<file path="src/rtl/rr_switch_arbiter.sv">
// rr_switch_arbiter
//   Round-robin arbiter that shares one grant slot among N switch-driven
//   requesters. Each debounced button pulse starts one arbitration. The winner
//   is the lowest requester at or above the rotating priority pointer, wrapping
//   to the lowest requester overall. A grant ends on a button press, when its
//   request drops, or after HOLD_CYCLES cycles, whichever comes first.
//
// Ports
//   clk_i            system clock
//   rstn_i           asynchronous active-low reset
//   req_i            request vector, bit k = requester k
//   btn_was_pressed  single-cycle pulse from the button debouncer
//   grant_o          one-hot registered grant, zero when idle
//   grant_idx_o      binary index of the current/last grant
//   busy_o           high while a grant is active
//   release_o        one-cycle pulse when a grant ends
//   cause_o          release reason: 01 timeout, 10 request dropped, 11 button
//
// state | meaning
// IDLE  | no grant held; a button press with any request arbitrates
// GRANT | one requester holds the slot; watch button, request and timer
module rr_switch_arbiter #(
    parameter int N           = 10,
    parameter int HOLD_CYCLES = 16,
    parameter int IDX_W       = 4,
    parameter int CNT_W       = 8
) (
    input  logic             clk_i,
    input  logic             rstn_i,
    input  logic [N-1:0]     req_i,
    input  logic             btn_was_pressed,
    output logic [N-1:0]     grant_o,
    output logic [IDX_W-1:0] grant_idx_o,
    output logic             busy_o,
    output logic             release_o,
    output logic [1:0]       cause_o
);

    typedef enum logic {IDLE, GRANT} state_t;

    localparam logic [1:0] CAUSE_TMO  = 2'b01;
    localparam logic [1:0] CAUSE_DROP = 2'b10;
    localparam logic [1:0] CAUSE_BTN  = 2'b11;

    state_t           state_q, state_d;
    logic [N-1:0]     grant_q, grant_d;
    logic [IDX_W-1:0] idx_q, idx_d;
    logic [IDX_W-1:0] ptr_q, ptr_d;
    logic [CNT_W-1:0] cnt_q, cnt_d;
    logic             busy_q, busy_d;
    logic             rel_q, rel_d;
    logic [1:0]       cause_q, cause_d;

    logic [N-1:0]     low_mask;
    logic [N-1:0]     hi;
    logic [N-1:0]     sel;
    logic [IDX_W-1:0] sel_idx;

    // Requests at or above the pointer win first; x & -x isolates the
    // lowest set bit, and falling back to the full vector gives the wrap.
    always_comb begin
        low_mask = (N'(1) << ptr_q) - N'(1);
        hi       = req_i & ~low_mask;
        sel      = (hi != '0) ? (hi & (-hi)) : (req_i & (-req_i));
        sel_idx  = '0;
        for (int k = 0; k < N; k++) begin
            if (sel[k]) sel_idx = IDX_W'(k);
        end
    end

    always_comb begin
        state_d = state_q;
        grant_d = grant_q;
        idx_d   = idx_q;
        ptr_d   = ptr_q;
        cnt_d   = cnt_q;
        busy_d  = busy_q;
        rel_d   = 1'b0;
        cause_d = cause_q;
        unique case (state_q)
            IDLE: begin
                if (btn_was_pressed && (req_i != '0)) begin
                    grant_d = sel;
                    idx_d   = sel_idx;
                    busy_d  = 1'b1;
                    cnt_d   = '0;
                    state_d = GRANT;
                end
            end
            GRANT: begin
                if (btn_was_pressed || ((req_i & grant_q) == '0) ||
                    (cnt_q == CNT_W'(HOLD_CYCLES - 1))) begin
                    if (btn_was_pressed)               cause_d = CAUSE_BTN;
                    else if ((req_i & grant_q) == '0)  cause_d = CAUSE_DROP;
                    else                               cause_d = CAUSE_TMO;
                    grant_d = '0;
                    busy_d  = 1'b0;
                    rel_d   = 1'b1;
                    ptr_d   = (idx_q == IDX_W'(N - 1)) ? '0 : idx_q + IDX_W'(1);
                    state_d = IDLE;
                end else begin
                    cnt_d = cnt_q + CNT_W'(1);
                end
            end
            default: state_d = IDLE;
        endcase
    end

    always_ff @(posedge clk_i or negedge rstn_i) begin
        if (!rstn_i) begin
            state_q <= IDLE;
            grant_q <= '0;
            idx_q   <= '0;
            ptr_q   <= '0;
            cnt_q   <= '0;
            busy_q  <= 1'b0;
            rel_q   <= 1'b0;
            cause_q <= 2'b00;
        end else begin
            state_q <= state_d;
            grant_q <= grant_d;
            idx_q   <= idx_d;
            ptr_q   <= ptr_d;
            cnt_q   <= cnt_d;
            busy_q  <= busy_d;
            rel_q   <= rel_d;
            cause_q <= cause_d;
        end
    end

    assign grant_o     = grant_q;
    assign grant_idx_o = idx_q;
    assign busy_o      = busy_q;
    assign release_o   = rel_q;
    assign cause_o     = cause_q;

endmodule
</file>
<file path="config.mk">
export PLATFORM = sky130hd
export DESIGN_NAME = rr_switch_arbiter
export DESIGN_NICKNAME = d
export VERILOG_FILES = /design/src/rtl/rr_switch_arbiter.sv
export SDC_FILE = /design/constraint.sdc
export NUM_CORES = 1
export LEC_CHECK = 0
export ABC_AREA = 1
export BUFFER_PORTS_ARGS = -buffer_cell sky130_fd_sc_hd__buf_4
export CORE_ASPECT_RATIO = 1.25
export CORE_MARGIN = 2
export CORE_UTILIZATION = 52
export DETAILED_ROUTE_END_ITERATION = 8
export PLACE_DENSITY = 0.74
export SYNTH_ARGS = -nofsm -noshare
export SYNTH_HDL_FRONTEND = slang
export SYNTH_SLANG_ARGS = --single-unit
</file>
<file path="constraint.sdc">
create_clock -name clk_i -period 2.2 [get_ports clk_i]
set_input_delay 0.11 -clock clk_i [delete_from_list [all_inputs] [get_ports clk_i]]
set_output_delay 0.11 -clock clk_i [all_outputs]
set_load 0.005 [all_outputs]
</file>
# Yosys cells after proc, flatten, opt, wreduce, memory -nomap -nowiden
# Index checks and enable logic that the tools add are counted.
totals:
  out_inout_bits: 18
  memories: 0
  mem_bits_ro: 0
  wordCells: 62
  ram_bits: 0
  input_bits: 13
  latch_bits: 0
  reg_bits: 31
classes:
  n_mul: 0
  n_reduce_logical: 10
  div_mod_pow: 0
  n_shift: 1
  mux: 27
  addsub: 5
  bitwise_logic: 6
  eq_ne: 5
  magnitude_cmp: 0
ops:
  columns: ["operator", "count"]
  rows:
  - ["AND 10 bit", 4]
  - ["two-way mux 4 bit", 8]
  - ["two-way mux 10 bit", 3]
  - ["negation 10 bit", 2]
  - ["one-hot mux 10 bit (2 select lines)", 1]
  - ["nonzero test 10 bit", 2]
  - ["two-way mux 8 bit", 2]
  - ["one-hot mux 8 bit (2 select lines)", 1]
  - ["logical NOT 10 bit", 1]
  - ["NOT 10 bit", 1]
  - ["<< shifter 1 x 4 -> 10 bit, first input constant", 1]
  - ["subtractor 10 x 2 -> 10 bit, second input constant", 1]
  - ["adder 8 x 1 -> 8 bit, second input constant", 1]
  - ["equality test 8 x 4 -> 1 bit, second input constant", 1]
  - ["AND reduction 2 bit", 4]
  - ["two-way mux 1 bit", 7]
  - ["two-way mux 2 bit", 3]
  - ["adder 4 x 1 -> 4 bit, second input constant", 1]
  - ["equality test 4 bit, second input constant", 1]
  - ["inequality test 2 bit, second input constant", 2]
  - ["one-hot mux 1 bit (2 select lines)", 2]
  - ["logical OR 1 bit", 2]
  - ["inequality test 2 x 1 -> 1 bit, second input constant", 1]
  - ["logical AND 1 bit", 1]
  - ["NOT 1 bit", 1]

# Logic depth before layout (Yosys ltp)
# Gate-level depths: netlist (run 1).
depth:
  depth_word: 16
  mapped_depth: 17
  ltp_nobuf: 17

# Worst setup path before layout (run 1)
# Ideal clock, no wire load.
synth_timing:
  path_kind: "flip-flop to flip-flop"
  start: "register ptr_q[3]"
  end: "register idx_q[1] (netlist: grant_idx_o[1])"
  required_time_ns: 2.083
  synth_period_minus_slack_ns: 2.058
  setup_ns: 0.117
  t_arrival_ns: 1.942
  n_path_buf: 0
  path_stages_with_launch: 16
  setup_slack_ns: 0.142
  path_cell_list: "dfrtp_1 > nor2_4 > nand3_1 > ha_1 > inv_1 > nand4_1 > nand3_2 > nand2_1 > nor2_4 > nand4_1 > nand2_2 > inv_2 > nor2_1 > nand2_1 > nand2_1 > nand2_1"
synth_via:
  elab_chain_len: 15
  elab_cells_between_ends: 16
  cone_classes: "2 x add/sub; 1 x shift; 9 x mux; 3 x bitwise; 1 x reduce/logical"
synth_rtl:
  columns: ["element", "line", "source"]
  rows:
  - ["from (decl)", "48", "logic [IDX_W-1:0] ptr_q, ptr_d;"]
  - ["from (signal assigned)", "123", "ptr_q <= ptr_d;"]
  - ["<< shifter 1 x 4 -> 10 bit *", "62", "low_mask = (N'(1) << ptr_q) - N'(1);"]
  - ["subtractor 10 x 2 -> 10 bit *", "62", null]
  - ["NOT 10 bit *", "63", "hi = req_i & ~low_mask;"]
  - ["AND 10 bit *", "63", null]
  - ["negation 10 bit", "64", "sel = (hi != '0) ? (hi & (-hi)) : (req_i & (-req_i));"]
  - ["AND 10 bit", "64", null]
  - ["two-way mux 10 bit *", "64", null]
  - ["two-way mux 2 bit", "67", "if (sel[k]) sel_idx = IDX_W'(k);"]
  - ["two-way mux 4 bit (6 in a row)", "67", null]
  - ["two-way mux 4 bit *", "67", null]
  - ["to (signal assigned)", "122", "idx_q <= idx_d;"]
  - ["to (decl)", "47", "logic [IDX_W-1:0] idx_q, idx_d;"]
# Every way passes the cells marked *; elsewhere a longest branch is shown, timed or not.
# A chain may end at the register's enable or synchronous reset.

# Final worst setup path (run 1)
layout_timing:
  start: "register ptr_q[1]"
  end: "register idx_q[1] (netlist: grant_idx_o[1])"
# Same word-level chain as after synthesis.

==> reports/metrics.csv, run 1 <==
metric,value,unit
outcome,"complete, no violations",
final global-route overflow total,0,
Setup Viol. Count Final,0,
post-synth top area cell,dfrtp_1,
Layout Utilization,65.2,%
worst min-delay path category,in -> reg,
pre-CTS WS,0.0693,ns
slew margin rel.,68.9,%
drt drc,0,
CTS tree,yes,
grt met2 use,45.5,%
layout cells sized above 1,28.4,%
gpl congestion,0.945,
WS Path Type,reg -> reg,
Clock Skew,0.00294,ns
largest net degree at the start of global routing,32,
Finished Layout Cells,394,
unrepaired setup endpoints after global routing,true,
vias in the first global route,1906,
Crit Path Max Fanout,7,
drt first pass iters,5,
clock-pin slew on the worst setup and hold paths,0.06,ns
Layout fillers,393,
top cell type's share of synthesized area,36.2,%
Total Wirelength,5.42,mm
NumNets Final,352,
slowest CP cell,dfrtp_1,
"Cell Chain, Critical Path","nor2_2, nand2_2, ha_4, inv_1, nand4_1, nand3_2, nand2_2, nor2_4, nand3_4, o21bai_2, nor2_2, nand2_1, nand2_1, nand2_1",
WL/cell,13.8,µm
total power,3.76,mW
Yosys warnings,0,
Syn Nets,307,
die extent in y,75.8,µm
clock period minus worst slack,2.09,ns
post-route ant nets,0,
arrival time worst endpoint,2.31,ns
Sink Count,31,
area of the die,4660,µm²
Final Hold Fails,0,
fin. max-slew vios,0,
clk buf depth,2,
initial antenna violation count,0,
clock root buffer,clkbuf_8,
H-tree depth,2,
DP HPWL,4.24,mm
Synth Area per Inst,7.35,µm²
Syn Inst Count,292,
Mapped Area,2150,µm²
Multi-input gate area,1240,µm²
peak supply drop,0.797,mV
worst slew pin tran,0.466,ns
fmax,477,MHz
IO buf count,30,
Ant. Diodes,0,
core box area,4030,µm²
Area Growth Syn to Fin,22.6,%
Max-Cap Viols,0,
# IOs,31,
Tcrit/Tclk final,95.2,%
met1 usage in global routing,29.2,%
worst skew pair latency,0.28,ns
Synth cell types,38,
register bit count reported by yosys,31,
Worst path most repeated cell,nand2_1,
crit-path max cell delay,0.42,ns
placed cells,381,
startpoint types,flop,
GRT busiest layer,met2,
vias per cell,5.16,
"commonest cells after routing, fill and taps aside","85 x nand2_1, 40 x buf_4, 31 x dfrtp_1",
"most common cell after layout, fill and taps aside",nand2_1,
first-pass GRT wire length,8.47,mm
via count,2032,
FF+latch area,776,µm²
Site Rows,26,
Final Worst Setup Slack,0.106,ns
"Req. time, crit path",2.42,ns
setup tns final,0,ns
GRT met3 Usage,4.07,%
Synth area leaders,"dfrtp_1 36%, nand2_1 15%, nand3_1 5.6%, nor2_1 4.9%, inv_1 4.4%",
Leakage,1.34,nW
GRT Total Usage,25.1,%
CTS Buf Count,5,
post-synthesis sequential area ratio,36.2,%
DIE WIDTH,61.5,µm
DRT iter0 DRCs,136,
Worst Setup End Kind,flop,
Power Density,1430,nW/µm²
Starting Density,53.2,%
[routing by layer]
layer  vias to the layer above  wire length [µm]
met4                         0               114
met5                         -                 0
met1                       935              2250
met2                        44              2900
met3                        12               164
li1                       1041                 -
[power breakdown]
group	switching, mW	total (mW)	internal (mW)
Clock	0.207	0.492	0.285
Combinational	1.39	2.30	0.909
Sequential	0.202	0.972	0.770
[cell families (layout without fill, tap and decap cells)]
group                    count (synthesis)  in the layout  synth area share (%)
AO/OA/AOI/OAI                           34             34                  10.7
XOR/XNOR                                 6              6                  2.45
adder cells (fa/ha/maj)                  2              2                  1.17
buffers and inverters                   38             84                  7.46
flip-flops                              31             31                  36.2
AND/OR/NAND/NOR                        181            181                  42.0
[worst max-delay path: cells and delay by family, from the launching register on]
| family | cells | cell delay (ns) |
|---|---|---|
| AO/OA/AOI/OAI | 1 | 0.20 |
| adder cells (fa/ha/maj) | 1 | 0.19 |
| buffers and inverters | 1 | 0.06 |
| flip-flops | 1 | 0.42 |
| AND/OR/NAND/NOR | 11 | 1.16 |
[registers in the layout, indices dropped and copies added, names as in the netlist]
register and cells:
cause_o 2, busy_o 1, grant_o 10, release_o 1
state_q 1, cnt_q 8, ptr_q 4, grant_idx_o 4
[layout make-up]
cell class	instances	share of cell area, %
multi-input cells	223	47.1
flip-flops and latches	31	29.5
repair buffers	41	11.8
inverters	35	5.19
clock buffers	8	3.81
well taps	56	2.66
[per-stage QoR]
step                hold WS, ns  area (µm²)
finish                    0.114        2630
detailed placement       0.0624        2460
floorplan                -0.186        2150
global placement         0.0649        2460
CTS                       0.107        2570
global route              0.108        2630
[cells in the mapped netlist, drive strengths merged]
| cell type | count |
|---|---|
| a21oi | 7 |
| a221oi | 2 |
| and2 | 1 |
| buf | 3 |
| clkinv | 1 |
| dfrtp | 31 |
| ha | 2 |
| inv | 34 |
| nand2 | 99 |
| nand3 | 28 |
| nand3b | 1 |
| nand4 | 10 |
| nor2 | 38 |
| nor3 | 3 |
| nor4 | 1 |
| o211ai | 1 |
| o21a | 1 |
| o21ai | 20 |
| o21bai | 1 |
| o22a | 1 |
| o311ai | 1 |
| xnor2 | 2 |
| xor2 | 4 |
[path summary, 6_finish.rpt]
check                      cells past startpoint  slack, ns                         end                 start
min reg2reg                                    2       0.48          busy_o$_DFFE_PN0P_    busy_o$_DFFE_PN0P_
min                                            2       0.11      cause_o[0]$_DFFE_PN0P_       btn_was_pressed
max reg2reg                                   14       0.11  grant_idx_o[1]$_DFFE_PN0P_  ptr_q[1]$_DFFE_PN0P_
max                                           14       0.11  grant_idx_o[1]$_DFFE_PN0P_  ptr_q[1]$_DFFE_PN0P_
min in group asynchronous                      2       0.30        cnt_q[2]$_DFFE_PN0P_                rstn_i
max in group asynchronous                      2       1.61        cnt_q[4]$_DFFE_PN0P_                rstn_i
[repair_timing]
item                                    4_1_cts  5_1_grt
setup buffers                                 0        4
endpoints found under the setup margin        0       12
hold buffers                                  1        0
endpoints found under the hold margin        31        0
gates resized for setup                       0        7
Power figures use the tool's default switching activity.
==> inputs of run 2 (changes only) <==
- BUFFER_PORTS_ARGS: -buffer_cell sky130_fd_sc_hd__buf_4 -> -buffer_cell sky130_fd_sc_hd__buf_2
- RECOVER_POWER: unset -> 100
==> reports/metrics.csv, run 2 (same netlist as run 1, synthesis figures left out) <==
metric,value,unit
outcome,"finished, violations left",
failing checks,"capacitance limit, slew limit",
fin. max-slew vios,32,
die extent in y,75.8,µm
drt drc,0,
gpl congestion,0.918,
WS Path Type,reg -> reg,
clock-pin slew on the worst setup and hold paths,0.07,ns
Ant. Diodes,0,
total power,3.64,mW
Hold Crit Depth,2,
GRT Total Usage,26.2,%
flop-to-flop setup slack,0.13,ns
core box area,4030,µm²
clock period minus worst slack,2.07,ns
startpoint types,flop,
Site Rows,26,
peak supply drop,0.779,mV
"Req. time, crit path",2.43,ns
vias per cell,5.30,
layout cells sized above 1,23.7,%
worst slew pin tran,1.70,ns
Layout fillers,405,
clock root buffer,clkbuf_8,
"commonest cells after routing, fill and taps aside","85 x nand2_1, 31 x dfrtp_1, 27 x inv_1",
Hold Crit Endpoint,cause_o[0]$_DFFE_PN0P_,
Total Wirelength,5.44,mm
Starting Density,53.2,%
area of the die,4660,µm²
Setup Viol. Count Final,0,
vias in the first global route,1973,
Clock Skew,0.00512,ns
# IOs,31,
slew margin rel.,-13.2,%
IO buf count,30,
final global-route overflow total,0,
post-route ant nets,0,
via count,2084,
largest net degree at the start of global routing,32,
reg2reg path depth,14,
Crit Path Max Fanout,7,
Crit Reg-Reg Startpoint,ptr_q[0]$_DFFE_PN0P_,
worst skew pair latency,0.28,ns
"most common cell after layout, fill and taps aside",nand2_1,
Final Worst Setup Slack,0.129,ns
worst hold start,btn_was_pressed,
DP HPWL,4.19,mm
Tcrit/Tclk final,94.1,%
NumNets Final,351,
Final Hold Fails,0,
first-pass GRT wire length,8.83,mm
number of flip-flops in the largest register,10,
Max-Cap Viols,1,
Leakage,1.26,nW
H-tree depth,2,
CTS tree,yes,
CTS Buf Count,5,
setup tns final,0,ns
Worst Setup End Kind,flop,
Area Growth Syn to Fin,17.4,%
Sink Count,31,
clk buf depth,2,
Power Density,1440,nW/µm²
drt first pass iters,4,
worst min-delay path category,in -> reg,
Reg2Reg Capture Point,grant_idx_o[1]$_DFFE_PN0P_,
WL/cell,13.8,µm
Layout Utilization,62.5,%
DIE WIDTH,61.5,µm
arrival time worst endpoint,2.30,ns
fmax,483,MHz
pre-CTS WS,0.0391,ns
initial antenna violation count,0,
DRT iter0 DRCs,62,
==> run 2: repair_timing <==
action,CTS,global route
gates resized for setup,0,10
endpoints found under the hold margin,31,0
buffers inserted,0,3
hold buffers,1,0
setup endpoints to repair,0,12
==> run 2: stage by stage <==
step / hold WS, ns / cells / instance area (µm²)
floorplan: -0.186 / 292 / 2150
CTS: 0.132 / 390 / 2480
finish: 0.133 / 393 / 2520
detailed placement: 0.201 / 381 / 2390
global placement: 0.193 / 381 / 2390
global route: 0.139 / 393 / 2520
==> run 2: worst max path at each step <==
| stage | startpoint | to | slack [ns] | cells past startpoint |
|---|---|---|---|---|
| floorplan | ptr_q[3]$_DFFE_PN0P_ | grant_idx_o[1]$_DFFE_PN0P_ | 0.14 | 15 |
| global placement | ptr_q[2]$_DFFE_PN0P_ | grant_idx_o[2]$_DFFE_PN0P_ | 0.11 | 14 |
| detailed placement | ptr_q[1]$_DFFE_PN0P_ | grant_idx_o[0]$_DFFE_PN0P_ | 0.04 | 13 |
| CTS | ptr_q[1]$_DFFE_PN0P_ | grant_idx_o[1]$_DFFE_PN0P_ | 0.005 | 14 |
| global route | ptr_q[0]$_DFFE_PN0P_ | grant_idx_o[1]$_DFFE_PN0P_ | -0.03 | 15 |
| finish | ptr_q[0]$_DFFE_PN0P_ | grant_idx_o[1]$_DFFE_PN0P_ | 0.13 | 14 |
==> run 2: report_power, final <==
part	switching, mW	internal [mW]
Sequential	0.199	0.769
Clock	0.212	0.222
Combinational	1.41	0.826
Total	1.82	1.82
==> run 2: area by class of cell <==
cell class	instances	area [µm²]	area share [%]
Inverter	35	136	5.41
Sequential cell	31	776	30.8
Clock inverter	1	5.00	0.199
Timing Repair Buffer	40	215	8.54
Clock buffer	7	76.3	3.03
Multi-Input combinational cell	223	1240	49.3
Tap cell	56	70.1	2.78
==> run 2: routing by layer <==
| layer | up-vias | part of all wire [%] | global-route usage, % |
|---|---|---|---|
| li1 | 1033 | - | - |
| met1 | 995 | 41 | 30.0 |
| met2 | 41 | 52 | 45.6 |
| met3 | 15 | 2.8 | 4.75 |
| met4 | 0 | 4.2 | 14.2 |
| met5 | - | 0 | 0 |
==> run 2: worst max-delay path, stage by stage, from the launching register on <==
cell     delay, ns
dfrtp_1       0.41
nor2_2        0.16
nand2_2       0.10
ha_4          0.19
inv_2         0.05
nand4_1       0.10
nand3_2       0.14
nand2_2       0.07
nor2_4        0.19
nand3_4       0.15
o21ai_2       0.17
nor2_1        0.08
nand2_1       0.09
nand2_1       0.05
nand2_1       0.05
==> inputs of run 3 (changes only) <==
--- a/constraint.sdc
+++ b/constraint.sdc
@@ -3,2 +3,2 @@
 set_output_delay 0.11 -clock clk_i [all_outputs]
-set_load 0.005 [all_outputs]
+set_load 0.02 [all_outputs]
==> reports/metrics.csv, run 3 (same netlist as run 1, synthesis figures left out) <==
metric,value,unit
Worst Setup End Kind,flop,
via count,2077,
NumNets Final,351,
Max-Cap Viols,1,
WS Path Type,reg -> reg,
area of the die,4660,µm²
CTS Buf Count,5,
Area Growth Syn to Fin,17.1,%
Worst path most repeated cell,nand2_1,
Starting Density,53.2,%
CTS tree,yes,
vias per cell,5.28,
clock root buffer,clkbuf_8,
layout cells sized above 1,22.0,%
crit-path max cell delay,0.41,ns
DIE WIDTH,61.5,µm
slowest CP cell,dfrtp_1,
fmax,485,MHz
"commonest cells after routing, fill and taps aside","85 x nand2_1, 31 x dfrtp_1, 27 x inv_1",
"Req. time, crit path",2.43,ns
"Cell Chain, Critical Path","nor2_2, nand2_2, ha_4, inv_2, nand4_1, nand3_2, nand2_2, nor2_4, nand3_4, o21ai_2, nor2_1, nand2_1, nand2_1, nand2_1",
buffers and inverters on the worst path,1,
worst skew pair latency,0.28,ns
arrival time worst endpoint,2.29,ns
Sink Count,31,
DRT iter0 DRCs,65,
Ant. Diodes,0,
core box area,4030,µm²
drt drc,0,
DP HPWL,4.19,mm
# IOs,31,
failing checks,"capacitance limit, slew limit",
outcome,"finished, violations left",
slew margin rel.,-12.6,%
pre-CTS WS,0.0391,ns
final global-route overflow total,0,
initial antenna violation count,0,
total power,3.78,mW
kind of cell adding the most delay to the critical path,simple AND/OR/NAND/NOR gates,
clk buf depth,2,
vias in the first global route,1973,
setup tns final,0,ns
Crit Path Max Fanout,7,
number of flip-flops in the largest register,10,
Total Wirelength,5.43,mm
die extent in y,75.8,µm
peak supply drop,0.784,mV
post-route ant nets,0,
Clock Skew,0.00461,ns
worst slew pin tran,1.69,ns
largest net degree at the start of global routing,32,
Power Density,1500,nW/µm²
clock-pin slew on the worst setup and hold paths,0.07,ns
gpl congestion,0.918,
WL/cell,13.8,µm
drt first pass iters,4,
Layout Utilization,62.3,%
startpoint types,flop,
Layout fillers,409,
first-pass GRT wire length,8.83,mm
Final Hold Fails,0,
"most common cell after layout, fill and taps aside",nand2_1,
Leakage,1.24,nW
Final Worst Setup Slack,0.136,ns
clock period minus worst slack,2.06,ns
Site Rows,26,
IO buf count,30,
GRT Total Usage,26.2,%
Tcrit/Tclk final,93.8,%
Setup Viol. Count Final,0,
hold slack final,0.133,ns
worst min-delay path category,in -> reg,
fin. max-slew vios,32,
H-tree depth,2,
## run 3: area by class of cell
class / count / area (µm²) / share of cell area [%]
timing repair buffer: 40 / 208 / 8.27
tap: 56 / 70.1 / 2.79
clock inverter: 1 / 5.00 / 0.199
inverter: 35 / 136 / 5.43
multi-input combinational: 223 / 1240 / 49.4
clock buffer: 7 / 76.3 / 3.04
sequential: 31 / 776 / 30.9
## run 3: final timing paths
| kind | slack (ns) | startpoint | cells after the start | endpoint |
|---|---|---|---|---|
| worst max-delay path | 0.14 | ptr_q[0]$_DFFE_PN0P_ | 14 | grant_idx_o[1]$_DFFE_PN0P_ |
| worst min-delay path | 0.13 | btn_was_pressed | 2 | cause_o[0]$_DFFE_PN0P_ |
| worst max register to register | 0.14 | ptr_q[0]$_DFFE_PN0P_ | 14 | grant_idx_o[1]$_DFFE_PN0P_ |
| worst min register to register | 0.47 | busy_o$_DFFE_PN0P_ | 2 | busy_o$_DFFE_PN0P_ |
| max in group asynchronous | 0.42 | rstn_i | 2 | cnt_q[7]$_DFFE_PN0P_ |
| min in group asynchronous | 0.80 | rstn_i | 2 | cnt_q[1]$_DFFE_PN0P_ |
## run 3: report_power, final
part	leakage, nW	internal [mW]	switching [mW]
Combinational	0.801	0.817	1.55
Clock	0.0422	0.222	0.211
Sequential	0.400	0.769	0.201
## run 3: through the flow
step,instances,area (µm²)
CTS,390,2480
global route,393,2510
finish,393,2510
detailed placement,381,2390
global placement,381,2390
floorplan,292,2150
## run 3: repair_timing
action,CTS,global route
endpoints found under the setup margin,0,12
hold buffers,1,0
setup buffers,0,3
resized for setup,0,10
endpoints found under the hold margin,31,0
## run 3: per-layer routing
layer | wire (µm) | track usage [%] | part of all wire [%]
met1 | 2250 | 30.0 | 41
met2 | 2810 | 45.6 | 52
met3 | 150 | 4.75 | 2.8
met4 | 229 | 14.2 | 4.2
met5 | 0 | 0 | 0
## run 3: worst register-to-register path, stage by stage, from the launching register on
cell and delay (ns):
dfrtp_1 0.41, nor2_2 0.16, nand2_2 0.10, ha_4 0.19, inv_2 0.05, nand4_1 0.10, nand3_2 0.14, nand2_2 0.08
nor2_4 0.19, nand3_4 0.15, o21ai_2 0.17, nor2_1 0.08, nand2_1 0.08, nand2_1 0.05, nand2_1 0.05
